File: config.mk
export PLATFORM = sky130hd
export DESIGN_NAME = smart_home_cfg_loader
export DESIGN_NICKNAME = d
export VERILOG_FILES = /design/src/rtl/smart_home_cfg_loader.sv
export SDC_FILE = /design/constraint.sdc
export NUM_CORES = 1
export LEC_CHECK = 0
export CAP_MARGIN = 20
export CORE_MARGIN = 8
export CORE_UTILIZATION = 55
export DETAILED_ROUTE_END_ITERATION = 8
export PLACE_DENSITY = 0.81
export SKIP_LAST_GASP = 1
export SLEW_MARGIN = 30
export SYNTH_ARGS = -nofsm -noshare
export SYNTH_HDL_FRONTEND = slang
export SYNTH_SLANG_ARGS = --single-unit
File: constraint.sdc
create_clock -name clk -period 4.2 [get_ports clk]
set_input_delay 0.63 -clock clk [delete_from_list [all_inputs] [get_ports clk]]
set_output_delay 0.63 -clock clk [all_outputs]
set_load 0.02 [all_outputs]
File: src/rtl/smart_home_cfg_loader.sv
// Serial configuration front end for the smart home controller.
// Hunts for a sync byte, shifts in an LSB-first payload (password, confdata,
// even parity) and, on a clean frame, loads the outputs. It then runs the
// request -> gap -> confirm handshake toward the control unit. Frames with bad
// parity or stalled frames are dropped with a one-cycle error pulse, and the
// last good configuration is kept.
module smart_home_cfg_loader #(
  parameter int          DATA_W  = 35,
  parameter int          KEY_W   = 2,
  parameter logic [7:0]  SYNC    = 8'hA5,
  parameter int          GAP     = 4,
  parameter int          TIMEOUT = 64
) (
  input  logic              clk,
  input  logic              arst,
  input  logic              rx_bit,
  input  logic              rx_valid,
  output logic              rx_ready,
  output logic [KEY_W-1:0]  password,
  output logic [DATA_W-1:0] confdata,
  output logic              request,
  output logic              confirm,
  output logic              busy,
  output logic              frame_err,
  output logic [1:0]        err_code,
  output logic [7:0]        frm_cnt
);

  localparam int PAY_W  = KEY_W + DATA_W;
  localparam int BIT_W  = $clog2(PAY_W + 2);
  localparam int IDLE_W = $clog2(TIMEOUT + 1);
  localparam int GAP_W  = (GAP > 1) ? $clog2(GAP + 1) : 1;

  typedef enum logic [2:0] {
    HUNT    = 3'd0,
    PAYLOAD = 3'd1,
    REQ     = 3'd2,
    WAIT    = 3'd3,
    CONF    = 3'd4
  } state_t;

  state_t              state_reg;
  logic [7:0]          sr_reg;
  logic [PAY_W-1:0]    shadow_reg;
  logic                par_reg;
  logic [BIT_W-1:0]    bit_cnt_reg;
  logic [IDLE_W-1:0]   idle_cnt_reg;
  logic [GAP_W-1:0]    gap_cnt_reg;

  logic [7:0]          sr_next;
  logic                accept;

  // Input is only consumed while hunting or receiving; the handshake phases stall it.
  assign rx_ready = (state_reg == HUNT) || (state_reg == PAYLOAD);
  assign busy     = (state_reg != HUNT);
  assign accept   = rx_valid && rx_ready;
  assign sr_next  = {sr_reg[6:0], rx_bit};

  // Frame receiver, handshake sequencer and all registered outputs.
  always_ff @(posedge clk or posedge arst) begin
    if (arst) begin
      state_reg    <= HUNT;
      sr_reg       <= '0;
      shadow_reg   <= '0;
      par_reg      <= 1'b0;
      bit_cnt_reg  <= '0;
      idle_cnt_reg <= '0;
      gap_cnt_reg  <= '0;
      password     <= '0;
      confdata     <= '0;
      request      <= 1'b0;
      confirm      <= 1'b0;
      frame_err    <= 1'b0;
      err_code     <= 2'b00;
      frm_cnt      <= 8'd0;
    end else begin
      request   <= 1'b0;
      confirm   <= 1'b0;
      frame_err <= 1'b0;
      case (state_reg)
        HUNT: begin
          if (accept) begin
            // Match on the freshly shifted window so overlapping patterns lock early.
            if (sr_next == SYNC) begin
              state_reg    <= PAYLOAD;
              sr_reg       <= '0;
              bit_cnt_reg  <= '0;
              idle_cnt_reg <= '0;
              par_reg      <= 1'b0;
            end else begin
              sr_reg <= sr_next;
            end
          end
        end
        PAYLOAD: begin
          if (accept) begin
            idle_cnt_reg <= '0;
            if (bit_cnt_reg == BIT_W'(PAY_W)) begin
              // This is the parity bit: commit or drop the whole frame.
              if ((par_reg ^ rx_bit) == 1'b0) begin
                password  <= shadow_reg[KEY_W-1:0];
                confdata  <= shadow_reg[PAY_W-1:KEY_W];
                frm_cnt   <= frm_cnt + 8'd1;
                request   <= 1'b1;
                state_reg <= REQ;
              end else begin
                frame_err <= 1'b1;
                err_code  <= 2'b01;
                state_reg <= HUNT;
              end
            end else begin
              // LSB-first: shifting right leaves the first bit at index 0 once full.
              shadow_reg  <= {rx_bit, shadow_reg[PAY_W-1:1]};
              par_reg     <= par_reg ^ rx_bit;
              bit_cnt_reg <= bit_cnt_reg + 1'b1;
            end
          end else if (idle_cnt_reg == IDLE_W'(TIMEOUT - 1)) begin
            frame_err <= 1'b1;
            err_code  <= 2'b10;
            state_reg <= HUNT;
          end else begin
            idle_cnt_reg <= idle_cnt_reg + 1'b1;
          end
        end
        REQ: begin
          gap_cnt_reg <= '0;
          state_reg   <= WAIT;
        end
        WAIT: begin
          if (gap_cnt_reg == GAP_W'(GAP - 1)) begin
            confirm   <= 1'b1;
            state_reg <= CONF;
          end else begin
            gap_cnt_reg <= gap_cnt_reg + 1'b1;
          end
        end
        CONF: begin
          state_reg <= HUNT;
        end
        default: begin
          state_reg <= HUNT;
        end
      endcase
    end
  end

endmodule
==> results of run 1 <==
-- worst paths after layout --
| path | endpoint | slack (ns) | cells after the start |
|---|---|---|---|
| hold reg to reg | frm_cnt[7] | 0.50 | 1 |
| setup reg to reg | shadow_reg[13] | 1.58 | 4 |
| hold / removal | frm_cnt[7] | 0.50 | 1 |
| max in group asynchronous | confdata[23] | 2.85 | 3 |
| min in group asynchronous | confdata[17] | 0.59 | 2 |
| setup / recovery | busy | 1.52 | 3 |
-- kinds of logic after synthesis --
group	count (synthesis)	synth area share
mux	75	0.180
fa+ha+maj	6	0.0160
simple gates	76	0.0895
buf+inv	22	0.0235
flops	114	0.609
xor+xnor	8	0.0150
compound gates	46	0.0668
-- cell type report --
type	count	area (sq um)
inverters	8	35.0
repair buffers	60	601
multi-input cells	211	1720
clock inverters	14	159
flip-flops and latches	114	2850
clock buffers	18	418
well taps	105	131
fillers	559	2340
-- layer usage --
layer	wire, um	GRT usage	up-vias
li1	-	-	1390
met1	4260	0.216	1619
met2	4910	0.282	96
met3	656	0.0607	16
met4	154	0.0743	0
met5	0	0	-
-- cell usage after synthesis (all sizes together) (2+ instances only) --
master	number	area, sq um
a21boi	2	15.0
a21oi	11	55.1
a22o	7	61.3
a31oi	6	37.5
a41o	2	20.0
a41oi	2	17.5
and2	2	12.5
and3	3	18.8
buf	11	68.8
clkbuf	3	11.3
dfrtp	114	2850
ha	6	75.1
inv	8	30.0
mux2	75	845
nand2	26	97.6
nand2b	3	18.8
nand3	6	30.0
nand4	6	37.5
nand4b	2	17.5
nor2	12	45.0
nor2b	2	12.5
nor3	2	10.0
nor4	2	27.5
nor4b	2	17.5
o21ai	8	40.0
o31ai	2	15.0
or2	2	12.5
xnor2	6	52.6
xor2	2	17.5
-- power groups by stage --
stage | clock network (mW) | registers (mW) | logic [mW]
floorplan | 0 | 1.20 | 0.124
global placement | 0 | 1.21 | 0.151
detailed placement | 0 | 1.21 | 0.160
CTS | 1.40 | 1.19 | 0.165
global route | 1.45 | 1.20 | 0.183
finish | 1.38 | 1.20 | 0.165
==> insert_results.sql, run 1 <==
INSERT INTO impl_metrics (metric_group, metric, value, unit) VALUES
('floorplan', 'placement_rows', '33', ''),
('global_routing', 'grt_first_pass_wirelength', '16.0', 'mm'),
('timing', 'finalHoldWorstSlack', '0.496', 'ns'),
('placement', 'dp_hpwl', '5.79', 'mm'),
('timing', 'worst_slew_pin_slew', '0.897', 'ns'),
('detailed_routing', 'avgViaCountPerCell', '5.89', ''),
('cells_and_area', 'numnets_final', '422', ''),
('detailed_routing', 'firstDrtPassIters', '4', ''),
('power_and_ir_drop', 'power_leakage', '2.81', 'nW'),
('synthesis', 'asyncSetResetFlopFracSynth', '1.00', ''),
('synthesis', 'synth.yosys.warnings', '0', ''),
('synthesis', 'flip_flop_and_latch_count_after_synthesis', '114', ''),
('synthesis', 'number_of_flops_mapped_to_enable_cells_by_yosys', '0', ''),
('power_and_ir_drop', 'power.combinational.fraction', '0.060', ''),
('worst_setup_path', 'path_class', 'reg2out', ''),
('timing', 'final-max-slew-violation-count', '0', ''),
('clocking', 'number_of_hold_buffers_added_after_cts', '0', ''),
('cells_and_area', 'layout-area-overhead-vs-synth', '26.3', '%'),
('floorplan', 'die_height', '108', 'um'),
('timing', 'final_hold_viol_count', '0', ''),
('global_routing', 'gr-total-overflow', '0', ''),
('worst_setup_path', 'cp.required', '3.57', 'ns'),
('clocking', 'post_cts_resize_count', '0', ''),
('synthesis', 'ys_dominant_reg_cell', 'dfrtp_1', ''),
('placement', 'routability_driven_placement_congestion_ratio', '0.878', ''),
('timing', 'postLayoutSetupSlackWorst', '1.52', 'ns'),
('power_and_ir_drop', 'tot_pwr', '2.74', 'mW'),
('synthesis', 'synthesis.area_per_instance', '13.5', 'sq um'),
('worst_setup_path', 'worst_r2r_startpoint', 'state_reg[0]', ''),
('floorplan', 'core_region_area', '8260', 'sq um'),
('worst_setup_path', 'cp_cell_sequence', 'nor3_1, inv_1, clkdlybuf4s50_1', ''),
('floorplan', 'die_w', '108', 'um'),
('floorplan', 'die_area', '11700', 'sq um'),
('floorplan', 'start_util', '0.567', ''),
('clocking', 'cts_tree', 'yes', ''),
('synthesis', 'netlist-cell-type-count', '44', ''),
('timing', 'setup_total_negative_slack', '0', 'ns'),
('clocking', 'cts_buffers', '17', ''),
('power_and_ir_drop', 'netsw', '0.679', 'mW'),
('detailed_routing', 'drc', '0', ''),
('clocking', 'root_buffer', 'clkbuf_8', ''),
('detailed_routing', 'postRouteAntennaNets', '0', ''),
('worst_setup_path', 'timing.critical_path.to_type', 'primary output', ''),
('power_and_ir_drop', 'clock_power_share', '0.503', ''),
('worst_setup_path', 'critPathLaunchType', 'register', ''),
('cells_and_area', 'final_design_area_excluding_fillers', '5920', 'sq um'),
('synthesis', 'post_synth_inst_count', '347', ''),
('power_and_ir_drop', 'swShare', '0.248', ''),
('cells_and_area', 'layout.core_utilization', '0.717', ''),
('placement', 'placed_cells', '498', ''),
('detailed_routing', 'via_count', '3121', ''),
('clocking', 'cts.path.max_buffers', '2', ''),
('clocking', 'clk_transition_reported_paths', '0.06', 'ns'),
('timing', 'max-slew-margin-rel', '0.402', ''),
('synthesis', 'post_synth_instance_area', '4680', 'sq um'),
('placement', 'instance_area_at_placement', '5340', 'sq um'),
('timing', 'unrepaired_setup_endpoints_after_global_routing', 'false', ''),
('flow_run', 'max_cap_violations', '0', ''),
('timing', 'timing.fmax', '0.373', 'GHz'),
('worst_setup_path', 'cp_slowest_stage_delay', '0.55', 'ns'),
('worst_hold_path', 'timing.hold.worst.class', 'reg2reg', ''),
('placement', 'portBuffers', '55', ''),
('worst_setup_path', 'cp_slowest_cell', 'clkdlybuf4s50_1', ''),
('synthesis', 'syn-num-nets', '357', ''),
('floorplan', 'boundaryPins', '56', ''),
('detailed_routing', 'wl_per_cell', '18.8', 'um'),
('status', 'run_status', 'complete, no violations', ''),
('clocking', 'clock-sinks', '114', ''),
('global_routing', 'globalRouteTotalUtil', '0.177', ''),
('global_routing', 'via_count_of_the_first_global_routing_pass', '3165', ''),
('worst_hold_path', 'worstHoldStart', 'frm_cnt[7]', '');
Note: power is estimated with default switching activity, not from simulation.
==> run 2, diff against run 1 <==
CORE_UTILIZATION = 50   (was 55)
PLACE_DENSITY = 0.78   (was 0.81)
clock period = 2.3 ns   (was 4.2 ns; I/O delays follow)
==> insert_results.sql, run 2 (synthesis gave the netlist of run 1 again) <==
INSERT INTO impl_metrics (metric_group, metric, value, unit) VALUES
('global_routing', 'gr-total-overflow', '0', ''),
('power_and_ir_drop', 'tot_pwr', '5.11', 'mW'),
('power_and_ir_drop', 'power_density', '845', 'nW/um^2'),
('clocking', 'clk_transition_reported_paths', '0.06', 'ns'),
('detailed_routing', 'firstDrtPassIters', '4', ''),
('worst_setup_path', 'cp.required', '1.96', 'ns'),
('cells_and_area', 'drive_gt1_frac', '0.292', ''),
('flow_run', 'max_cap_violations', '0', ''),
('placement', 'portBuffers', '55', ''),
('timing', 'timing.fmax', '0.469', 'GHz'),
('detailed_routing', 'detail_route.iter0.violations', '167', ''),
('clocking', 'clk-insertion-delay-late', '0.51', 'ns'),
('power_and_ir_drop', 'power_leakage', '2.87', 'nW'),
('floorplan', 'die_area', '12700', 'sq um'),
('floorplan', 'start_util', '0.512', ''),
('timing', 'final_hold_viol_count', '0', ''),
('timing', 'clock-skew-final', '0.00803', 'ns'),
('clocking', 'cts_buffers', '17', ''),
('cells_and_area', 'n_antenna_cell', '0', ''),
('global_routing', 'grt_first_pass_wirelength', '16.1', 'mm'),
('floorplan', 'die_w', '113', 'um'),
('timing', 'unrepaired_setup_endpoints_after_global_routing', 'false', ''),
('cells_and_area', 'number_of_flip_flops_in_the_largest_register', '37', ''),
('worst_hold_path', 'timing.hold.worst.class', 'in2async', ''),
('timing', 'worst_slew_pin_slew', '0.597', 'ns'),
('global_routing', 'via_count_of_the_first_global_routing_pass', '3227', ''),
('status', 'run_status', 'complete, no violations', ''),
('floorplan', 'boundaryPins', '56', ''),
('clocking', 'number_of_hold_buffers_added_after_cts', '0', ''),
('clocking', 'cts_tree', 'yes', ''),
('worst_setup_path', 'worst-path-max-fanout', '7', ''),
('floorplan', 'die_height', '113', 'um'),
('placement', 'post-place-ws', '0.175', 'ns'),
('detailed_routing', 'topRoutingLayerUsed', 'met4', ''),
('placement', 'dp_hpwl', '6.05', 'mm'),
('clocking', 'root_buffer', 'clkbuf_8', ''),
('worst_setup_path', 'path_class', 'reg2out', ''),
('cells_and_area', 'most-common-layout-cells', 'dfrtp_1 (114), mux2_2 (75), clkdlybuf4s50_1 (53)', ''),
('global_routing', 'globalRouteTotalUtil', '0.160', ''),
('detailed_routing', 'wl_met2', '4.76', 'mm'),
('worst_setup_path', 'timing.critical_path.to_type', 'primary output', ''),
('timing', 'final-setup-viol-count', '0', ''),
('floorplan', 'core_region_area', '9150', 'sq um'),
('timing', 'final-max-slew-violation-count', '0', ''),
('cells_and_area', 'numnets_final', '428', ''),
('placement', 'routability_driven_placement_congestion_ratio', '0.766', ''),
('timing', 'postLayoutSetupSlackWorst', '0.167', 'ns'),
('detailed_routing', 'via_count', '3016', ''),
('detailed_routing', 'route.met3.wl', '520', 'um'),
('clocking', 'h-tree-depth', '4', ''),
('detailed_routing', 'routed_wl', '9.47', 'mm'),
('worst_setup_path', 'cp.arrival', '1.79', 'ns'),
('clocking', 'cts.path.max_buffers', '2', ''),
('timing', 'max-slew-margin-rel', '0.599', ''),
('cells_and_area', 'layout.cells.most_common', 'dfrtp_1', ''),
('timing', 'post-route-min-period', '2.13', 'ns'),
('cells_and_area', 'layout-area-overhead-vs-synth', '29.1', '%'),
('worst_setup_path', 'critPathLaunchType', 'register', ''),
('global_routing', 'antenna_found_initial', '0', ''),
('power_and_ir_drop', 'vdd.ir_drop.worst', '0.755', 'mV'),
('clocking', 'cts_setup_buffers', '0', ''),
('floorplan', 'placement_rows', '35', ''),
('global_routing', 'grt_max_degree', '60', ''),
('detailed_routing', 'avgViaCountPerCell', '5.56', ''),
('clocking', 'clock-sinks', '114', ''),
('detailed_routing', 'drc', '0', ''),
('detailed_routing', 'postRouteAntennaNets', '0', ''),
('timing', 'setup_total_negative_slack', '0', 'ns'),
('detailed_routing', 'drt-met1-wl', '4.07', 'mm'),
('detailed_routing', 'wl_per_cell', '17.5', 'um'),
('timing', 'period_share', '0.927', '');
==> run 2: critical path, cell delays in order, from the launching register on <==
cell and delay, ns:
dfrtp_1 0.45, buf_4 0.19, nor3_2 0.26, inv_1 0.06, dlygate4sd2_1 0.32
==> run 2: path summary, 6_finish.rpt <==
path                              start        endpoint  slack, ns  cells past startpoint
max in group asynchronous          arst  bit_cnt_reg[0]       1.52                      3
hold reg to reg              frm_cnt[7]      frm_cnt[7]       0.49                      1
setup reg to reg           state_reg[1]    confdata[10]       0.22                      4
setup / recovery           state_reg[0]            busy       0.17                      4
min in group clk             frm_cnt[7]      frm_cnt[7]       0.49                      1
hold / removal                     arst  shadow_reg[27]       0.17                      2
==> run 2: what timing repair did <==
item / in CTS / in global routing
resized for setup: 2 / 1
pin swaps: 0 / 0
endpoints found under the setup margin: 1 / 1
==> run 2: per-stage QoR <==
| stage | hold slack, ns | instances | instance area [sq um] | util |
|---|---|---|---|---|
| detailed placement | 0.475 | 510 | 5430 | 0.593 |
| finish | 0.170 | 542 | 6050 | 0.661 |
| global placement | 0.451 | 510 | 5430 | 0.593 |
| CTS | 0.160 | 542 | 6040 | 0.660 |
| floorplan | 0.438 | 347 | 4690 | - |
| global route | 0.165 | 542 | 6050 | 0.661 |
==> run 2: area by class of cell <==
class	count	area, sq um
clock buffers	18	428
clock inverters	14	181
fillers	653	3110
inverters	8	33.8
multi-input cells	211	1730
flip-flops and latches	114	2850
well taps	111	139
repair buffers	66	684
==> run 2: report_power, final <==
group          total (mW)  internal, mW  switching, mW
Clock                2.61          1.69          0.926
Combinational       0.317         0.132          0.185
Sequential           2.17          2.09         0.0826
==> run 2: per-layer routing <==
layer / GRT usage / vias up
li1: - / 1399
met1: 0.183 / 1539
met2: 0.263 / 66
met3: 0.0591 / 12
met4: 0.0692 / 0
met5: 0 / -
